File: config.mk
export PLATFORM = sky130hd
export DESIGN_NAME = tank_plant_flat
export DESIGN_NICKNAME = d
export VERILOG_FILES = /design/src/rtl/tank_plant_if.sv /design/src/rtl/tank_plant.sv /design/src/flat_wrapper.sv
export SDC_FILE = /design/constraint.sdc
export NUM_CORES = 1
export LEC_CHECK = 0
export BUFFER_PORTS_ARGS = -buffer_cell sky130_fd_sc_hd__buf_2
export CORE_ASPECT_RATIO = 1.75
export CORE_MARGIN = 3
export CORE_UTILIZATION = 45
export CTS_CLUSTER_SIZE = 12
export DETAILED_ROUTE_END_ITERATION = 8
export PLACE_DENSITY = 0.67
export SYNTH_ARGS = -nofsm -noshare
export SYNTH_HDL_FRONTEND = slang
export SYNTH_SLANG_ARGS = --single-unit
File: constraint.sdc
create_clock -name clk -period 2.6 [get_ports clk]
set_clock_uncertainty 0.2 [all_clocks]
set_input_delay 0.13 -clock clk [delete_from_list [all_inputs] [get_ports clk]]
set_output_delay 0.13 -clock clk [all_outputs]
set_load 0.01 [all_outputs]
File: src/rtl/tank_plant_if.sv
// ---------------------------------------------------------------------------
// tank_plant_if
//
// Purpose: bundles the signals exchanged between the pump controller (or a
// bench standing in for it) and the tank plant model.
//
// Signals:
//   B1, B2          pump commands (controller -> plant)
//   drain_en        consumer draw enable (controller/bench -> plant)
//   clr_flags       clears the sticky overflow/dry flags
//   fault_i_stuck0  forces I low  (only honoured with TANK_PLANT_FAULT_INJ_EN)
//   fault_s_stuck1  forces S high (only honoured with TANK_PLANT_FAULT_INJ_EN)
//   I, S            debounced lower/upper level sensors (plant -> controller)
//   level           registered tank level
//   overflow, dry   sticky saturation flags
//
// Modports: master = controller/bench side, slave = plant side.
// ---------------------------------------------------------------------------
interface tank_plant_if #(
    parameter int LEVEL_W = 8
);
    logic               B1;
    logic               B2;
    logic               drain_en;
    logic               clr_flags;
    logic               fault_i_stuck0;
    logic               fault_s_stuck1;
    logic               I;
    logic               S;
    logic [LEVEL_W-1:0] level;
    logic               overflow;
    logic               dry;

    modport master (
        output B1, B2, drain_en, clr_flags, fault_i_stuck0, fault_s_stuck1,
        input  I, S, level, overflow, dry
    );

    modport slave (
        input  B1, B2, drain_en, clr_flags, fault_i_stuck0, fault_s_stuck1,
        output I, S, level, overflow, dry
    );
endinterface

File: src/rtl/tank_plant.sv
// ---------------------------------------------------------------------------
// tank_plant
//
// Purpose: synthesizable model of the water tank driven by the pump
// controller. Integrates pump inflow and periodic drain into a saturating
// level register, keeps sticky overflow/dry flags and produces debounced
// lower (I) and upper (S) level-sensor outputs.
//
// Ports:
//   clk    clock
//   reset  synchronous, active-high reset
//   bus    tank_plant_if.slave: B1/B2/drain_en/clr_flags/fault inputs,
//          I/S/level/overflow/dry outputs
//
// Optional feature: define TANK_PLANT_FAULT_INJ_EN to let fault_i_stuck0 and
// fault_s_stuck1 override I and S combinationally. Without the macro the
// fault inputs are ignored and I/S come straight from the debouncers.
// ---------------------------------------------------------------------------
module tank_plant #(
    parameter int LEVEL_W      = 8,
    parameter int INIT_LEVEL   = 0,
    parameter int LOW_TH       = 64,
    parameter int HIGH_TH      = 192,
    parameter int FILL_STEP    = 4,
    parameter int DRAIN_STEP   = 2,
    parameter int DRAIN_PERIOD = 2,
    parameter int DEB_CYCLES   = 3
) (
    input  logic         clk,
    input  logic         reset,
    tank_plant_if.slave  bus
);

    localparam int SUM_W     = LEVEL_W + 2;
    localparam int MAX_LEVEL = (1 << LEVEL_W) - 1;
    localparam int DRAIN_W   = (DRAIN_PERIOD > 1) ? $clog2(DRAIN_PERIOD) : 1;
    localparam int DEB_W     = $clog2(DEB_CYCLES + 1);

    // Index 0 is the lower sensor (I), index 1 the upper sensor (S).
    typedef enum logic {STABLE, PENDING} debState_e;

    logic [DRAIN_W-1:0]      drainCnt_q, drainCnt_d;
    logic [LEVEL_W-1:0]      level_q, level_d;
    logic                    overflow_q, overflow_d;
    logic                    dry_q, dry_d;
    logic                    tick;
    logic signed [SUM_W-1:0] nextLevel;
    logic [SUM_W-1:0]        fillAmt, drainAmt;

    debState_e               debState_q [2];
    debState_e               debState_d [2];
    logic [DEB_W-1:0]        debCnt_q   [2];
    logic [DEB_W-1:0]        debCnt_d   [2];
    logic                    debOut_q   [2];
    logic                    debOut_d   [2];
    logic                    rawSens    [2];

    // The drain tick fires on the last count of a free-running period
    // counter that ignores drain_en, so enabling the drain mid-period keeps
    // the tick phase intact.
    always_comb begin
        tick       = (drainCnt_q == DRAIN_W'(DRAIN_PERIOD - 1));
        drainCnt_d = tick ? '0 : drainCnt_q + 1'b1;
    end

    // Level integration is done two bits wider than the level and signed,
    // so a single cycle's over- or under-run is visible before clamping.
    // Flags use set-over-clear priority so a saturation event coinciding
    // with clr_flags is never lost.
    always_comb begin
        fillAmt  = '0;
        drainAmt = '0;
        if (bus.B1) fillAmt = fillAmt + SUM_W'(FILL_STEP);
        if (bus.B2) fillAmt = fillAmt + SUM_W'(FILL_STEP);
        if (tick && bus.drain_en) drainAmt = SUM_W'(DRAIN_STEP);
        nextLevel  = $signed({2'b00, level_q} + fillAmt - drainAmt);

        level_d    = nextLevel[LEVEL_W-1:0];
        overflow_d = overflow_q & ~bus.clr_flags;
        dry_d      = dry_q & ~bus.clr_flags;
        if (nextLevel[SUM_W-1]) begin
            level_d = '0;
            dry_d   = 1'b1;
        end else if (nextLevel > $signed(SUM_W'(MAX_LEVEL))) begin
            level_d    = LEVEL_W'(MAX_LEVEL);
            overflow_d = 1'b1;
        end
    end

    // Debouncer next-state: an output only follows its raw sensor after
    // DEB_CYCLES consecutive disagreeing samples; any agreeing sample
    // returns the debouncer to STABLE with the count cleared.
    always_comb begin
        rawSens[0] = (level_q >= LEVEL_W'(LOW_TH));
        rawSens[1] = (level_q >= LEVEL_W'(HIGH_TH));
        for (int k = 0; k < 2; k++) begin
            debState_d[k] = STABLE;
            debCnt_d[k]   = '0;
            debOut_d[k]   = debOut_q[k];
            if (rawSens[k] == debOut_q[k]) begin
                debState_d[k] = STABLE;
            end else if (debCnt_q[k] == DEB_W'(DEB_CYCLES - 1)) begin
                debOut_d[k]   = rawSens[k];
                debState_d[k] = STABLE;
            end else begin
                debState_d[k] = PENDING;
                case (debState_q[k])
                    STABLE:  debCnt_d[k] = DEB_W'(1);
                    PENDING: debCnt_d[k] = debCnt_q[k] + 1'b1;
                    default: debCnt_d[k] = '0;
                endcase
            end
        end
    end

    // All plant state registers; reset discards any drain or debounce
    // progress and reloads the sensors to match the initial level.
    always_ff @(posedge clk) begin
        if (reset) begin
            drainCnt_q  <= '0;
            level_q     <= LEVEL_W'(INIT_LEVEL);
            overflow_q  <= 1'b0;
            dry_q       <= 1'b0;
            debState_q[0] <= STABLE;
            debState_q[1] <= STABLE;
            debCnt_q[0]   <= '0;
            debCnt_q[1]   <= '0;
            debOut_q[0]   <= (INIT_LEVEL >= LOW_TH);
            debOut_q[1]   <= (INIT_LEVEL >= HIGH_TH);
        end else begin
            drainCnt_q  <= drainCnt_d;
            level_q     <= level_d;
            overflow_q  <= overflow_d;
            dry_q       <= dry_d;
            for (int k = 0; k < 2; k++) begin
                debState_q[k] <= debState_d[k];
                debCnt_q[k]   <= debCnt_d[k];
                debOut_q[k]   <= debOut_d[k];
            end
        end
    end

    assign bus.level    = level_q;
    assign bus.overflow = overflow_q;
    assign bus.dry      = dry_q;

`ifdef TANK_PLANT_FAULT_INJ_EN
    // Forcing sits after the debouncer registers so releasing a fault shows
    // the true debounced value immediately.
    assign bus.I = debOut_q[0] & ~bus.fault_i_stuck0;
    assign bus.S = debOut_q[1] |  bus.fault_s_stuck1;
`else
    logic unusedFaults;
    assign unusedFaults = bus.fault_i_stuck0 ^ bus.fault_s_stuck1;
    assign bus.I = debOut_q[0];
    assign bus.S = debOut_q[1];
`endif

endmodule
File: src/flat_wrapper.sv
// flat-port wrapper written by rule: the top's interface ports become plain ports
module tank_plant_flat 
#(
    parameter int LEVEL_W      = 8,
    parameter int INIT_LEVEL   = 0,
    parameter int LOW_TH       = 64,
    parameter int HIGH_TH      = 192,
    parameter int FILL_STEP    = 4,
    parameter int DRAIN_STEP   = 2,
    parameter int DRAIN_PERIOD = 2,
    parameter int DEB_CYCLES   = 3
)
  (clk, reset, bus_B1, bus_B2, bus_drain_en, bus_clr_flags, bus_fault_i_stuck0, bus_fault_s_stuck1, bus_I, bus_S, bus_level, bus_overflow, bus_dry);
  tank_plant_if #(.LEVEL_W(LEVEL_W)) bus_i ();
  input  logic clk;
  input  logic reset;
  input wire logic [$bits(bus_i.B1)-1:0] bus_B1;
  input wire logic [$bits(bus_i.B2)-1:0] bus_B2;
  input wire logic [$bits(bus_i.drain_en)-1:0] bus_drain_en;
  input wire logic [$bits(bus_i.clr_flags)-1:0] bus_clr_flags;
  input wire logic [$bits(bus_i.fault_i_stuck0)-1:0] bus_fault_i_stuck0;
  input wire logic [$bits(bus_i.fault_s_stuck1)-1:0] bus_fault_s_stuck1;
  output wire logic [$bits(bus_i.I)-1:0] bus_I;
  output wire logic [$bits(bus_i.S)-1:0] bus_S;
  output wire logic [$bits(bus_i.level)-1:0] bus_level;
  output wire logic [$bits(bus_i.overflow)-1:0] bus_overflow;
  output wire logic [$bits(bus_i.dry)-1:0] bus_dry;
  assign bus_i.B1 = bus_B1;
  assign bus_i.B2 = bus_B2;
  assign bus_i.drain_en = bus_drain_en;
  assign bus_i.clr_flags = bus_clr_flags;
  assign bus_i.fault_i_stuck0 = bus_fault_i_stuck0;
  assign bus_i.fault_s_stuck1 = bus_fault_s_stuck1;
  assign bus_I = bus_i.I;
  assign bus_S = bus_i.S;
  assign bus_level = bus_i.level;
  assign bus_overflow = bus_i.overflow;
  assign bus_dry = bus_i.dry;
  tank_plant #(.LEVEL_W(LEVEL_W), .INIT_LEVEL(INIT_LEVEL), .LOW_TH(LOW_TH), .HIGH_TH(HIGH_TH), .FILL_STEP(FILL_STEP), .DRAIN_STEP(DRAIN_STEP), .DRAIN_PERIOD(DRAIN_PERIOD), .DEB_CYCLES(DEB_CYCLES)) u_core (.clk(clk), .reset(reset), .bus(bus_i));
endmodule
==> results.txt <==
final cycle utilization of the critical path: 93.8%
placed insts: 152
clk slew on worst S/H paths: 0.10 ns
Hold EP: u_core.bus.level[1]
HP Start: bus_drain_en
Top delay family on crit path: compound AO/OA/AOI/OAI gates
startpoint types: flop
worst skew pair latency: 0.29 ns
VDD IR-drop max: 986 µV
status: completed
mapped cell area: 1060 µm²
Worst R2R End: u_core.bus.overflow
Worst Setup End Kind: flop
worst-margin pin slew: 0.474 ns
row count: 22
# setup viols final: 0
Top FF cell, synth: dfxtp_1
GRT Util Overall: 13.1%
port bufs: 17
Num CTS Buffers: 3
Power Dens Cells: 1370 nW/µm²
Pins Over Slew Limit: 0
Sink Count: 19
syn_nets: 135
DR DRC count: 0
DIE WIDTH: 42.6 µm
ys async rst share: 0%
Worst Setup SP: u_core.bus.level[3]
Mean Syn Cell Area: 9.43 µm²
DIE AREA: 2990 µm²
overall power: 1.66 mW
pin count of the biggest net entering global routing: 12
Reg2Reg Setup Slack: 0.16 ns
Post-DRT Antenna Nets: 0
first-pass GRT wire length: 3170 µm
Seq cells post-synth: 19
Mapped Cells: 112
GP Congestion: 0.730
Ys Warns: 0
Synth-to-Final Area Change: 14.8%
cells along the critical path: inv_1, ha_1, inv_1, ha_1, nor2b_1, o31a_1, o21ai_2, a21o_1, o21ai_2
Die Y-Extent: 70.1 µm
sequential share of the synthesized area: 36.0%
max-cap violations: 0
GR Overflow Total: 0
unrepaired setup endpoints after global routing: false
non-filler cells, final: 158
LEAKAGE: 0.597 nW
initial antenna violation count: 0
I/O pins: 20
crit-path max cell delay: 0.44 ns
share of cells above drive strength 1: 26.9%
largest fanout on the critical path: 9
Reg-to-Reg Start: u_core.bus.level[3]
slowest CP cell: a21o_1
# diodes: 0
dpl hpwl: 1450 µm
Total Routed Length: 1760 µm
nets@finish: 158
crit path DAT: 2.42 ns
worst path bufs/invs: 2
FILL cells: 206
TritonCTS clock tree: yes
Hold Violations, Final: 0
number of post-CTS setup repair buffers: 0
detailed router's first-iteration violation count: 2
DRT Pass-1 Iters: 3
WL/cell: 11.2 µm
HP Class: in -> reg
Max clock buf depth: 2
worst rel slew slack: 68.4%
highest clock rate: 410 MHz
vias after detailed routing: 794
Root Buffer Master: clkbuf_4
H-tree lvl count: 1
core box area: 2170 µm²
hold path cells: 5
Critical Path RT: 2.58 ns
Tmin final: 2.44 ns
TNS Setup: 0 ns
vias in the first global route: 789
Post-synth EDFFs: 0
Util after Layout: 55.8%
vias per cell: 5.03
Starting Density: 48.6%
Worst R2R Path Depth: 9
Netlist cell types: 30
worst setup path category: reg -> reg
-- cell type report --
type	instances	area, µm²	area share [%]
clock inverters	1	5.00	0.413
inverters	21	78.8	6.50
multi-input cells	69	576	47.5
flip-flops and latches	19	380	31.4
clock buffers	3	22.5	1.86
repair buffers	21	120	9.91
well taps	24	30.0	2.48
-- layer usage --
layer / global-route usage (%) / wire [µm] / vias up
met1: 13.6 / 712 / 365
li1: - / - / 414
met4: 6.23 / 28 / 0
met5: 0 / 0 / -
met2: 24.6 / 974 / 11
met3: 1.55 / 47 / 4
-- cell usage in the layout (no fill, tap or decap), types with 2 or more instances in the layout --
cell           count
inv_1             21
dfxtp_1           19
buf_2             17
ha_1              14
nor2_1             7
a21oi_2            7
a21oi_1            5
a21o_1             5
o21ai_2            3
xor2_1             3
nor2b_1            3
clkbuf_4           3
nand2_1            2
o21ai_0            2
xnor2_1            2
or3_1              2
nor3b_1            2
dlygate4sd3_1      2
buf_4              2
-- flip-flops by register name (all words and copies together), names as in the netlist --
signal	count
u_core.bus.level	8
u_core.drainCnt_q	1
u_core.debState_q	2
u_core.debCnt_q	4
u_core.bus.overflow	1
u_core.debOut_q	2
u_core.bus.dry	1
-- cell usage after synthesis, types with 2 or more instances --
| cell type | instances | share of area (%) |
|---|---|---|
| a21oi_2 | 7 | 5.8 |
| nor2_1 | 7 | 2.5 |
| xnor2_1 | 2 | 1.7 |
| inv_1 | 21 | 7.5 |
| a21oi_1 | 5 | 2.4 |
| or3_1 | 2 | 1.2 |
| nand2_1 | 2 | 0.71 |
| xor2_1 | 3 | 2.5 |
| nor3b_1 | 2 | 1.4 |
| ha_1 | 14 | 17 |
| dfxtp_1 | 19 | 36 |
| a21o_1 | 5 | 3.6 |
| nor2b_1 | 3 | 1.8 |
| o21ai_2 | 3 | 2.5 |
| o21ai_0 | 2 | 0.95 |
-- report_power, final --
part           leakage (nW)  switching (mW)  internal (mW)
clock                0.0177          0.0895         0.0572
combinational         0.423           0.607          0.471
sequential            0.157          0.0515          0.380
total                 0.597           0.748          0.909
-- logic make-up (layout without fill, tap and decap cells) --
logic type	after synthesis	count (layout)	share of synthesized area [%]
AO/OA/AOI/OAI	30	30	22.2
XOR/XNOR	5	5	4.15
adder cells (fa/ha/maj)	15	15	18.5
buffers and inverters	24	46	9.60
flip-flops	19	19	36.0
multiplexers	1	1	0.948
AND/OR/NAND/NOR	18	18	8.65
-- per-stage QoR --
stage	hold WS [ns]	setup slack, ns	area (µm²)
5_1_grt	0.135	0.0331	1210
4_1_cts	0.129	0.0709	1210
3_5_place_dp	0.200	-0.0782	1160
2_1_floorplan	0.106	0.321	1060
6_report	0.132	0.162	1210
3_3_place_gp	0.197	-0.0622	1160
-- worst register-to-register path, delay by kind of cell (launching register included) --
family | cells | cell delay [ns]
AO/OA/AOI/OAI | 4 | 0.96
adder cells (fa/ha/maj) | 2 | 0.60
buffers and inverters | 2 | 0.08
flip-flops | 1 | 0.34
AND/OR/NAND/NOR | 1 | 0.16
-- worst max-delay path by stage --
stage / endpoint / cells after the start / slack [ns]
2_1_floorplan: u_core.bus.level[7] / 9 / 0.32
6_report: u_core.bus.overflow / 9 / 0.16
5_1_grt: u_core.bus.overflow / 9 / 0.03
3_5_place_dp: u_core.bus.level[7] / 11 / -0.08
4_1_cts: u_core.bus.level[7] / 9 / 0.07
3_3_place_gp: u_core.bus.level[7] / 11 / -0.06
-- what timing repair did --
action | CTS | global route
resized for setup | 0 | 1
hold buffers | 2 | 0
endpoints found under the hold margin | 5 | 0
setup endpoints to repair | 0 | 8
Power figures use the tool's default switching activity.
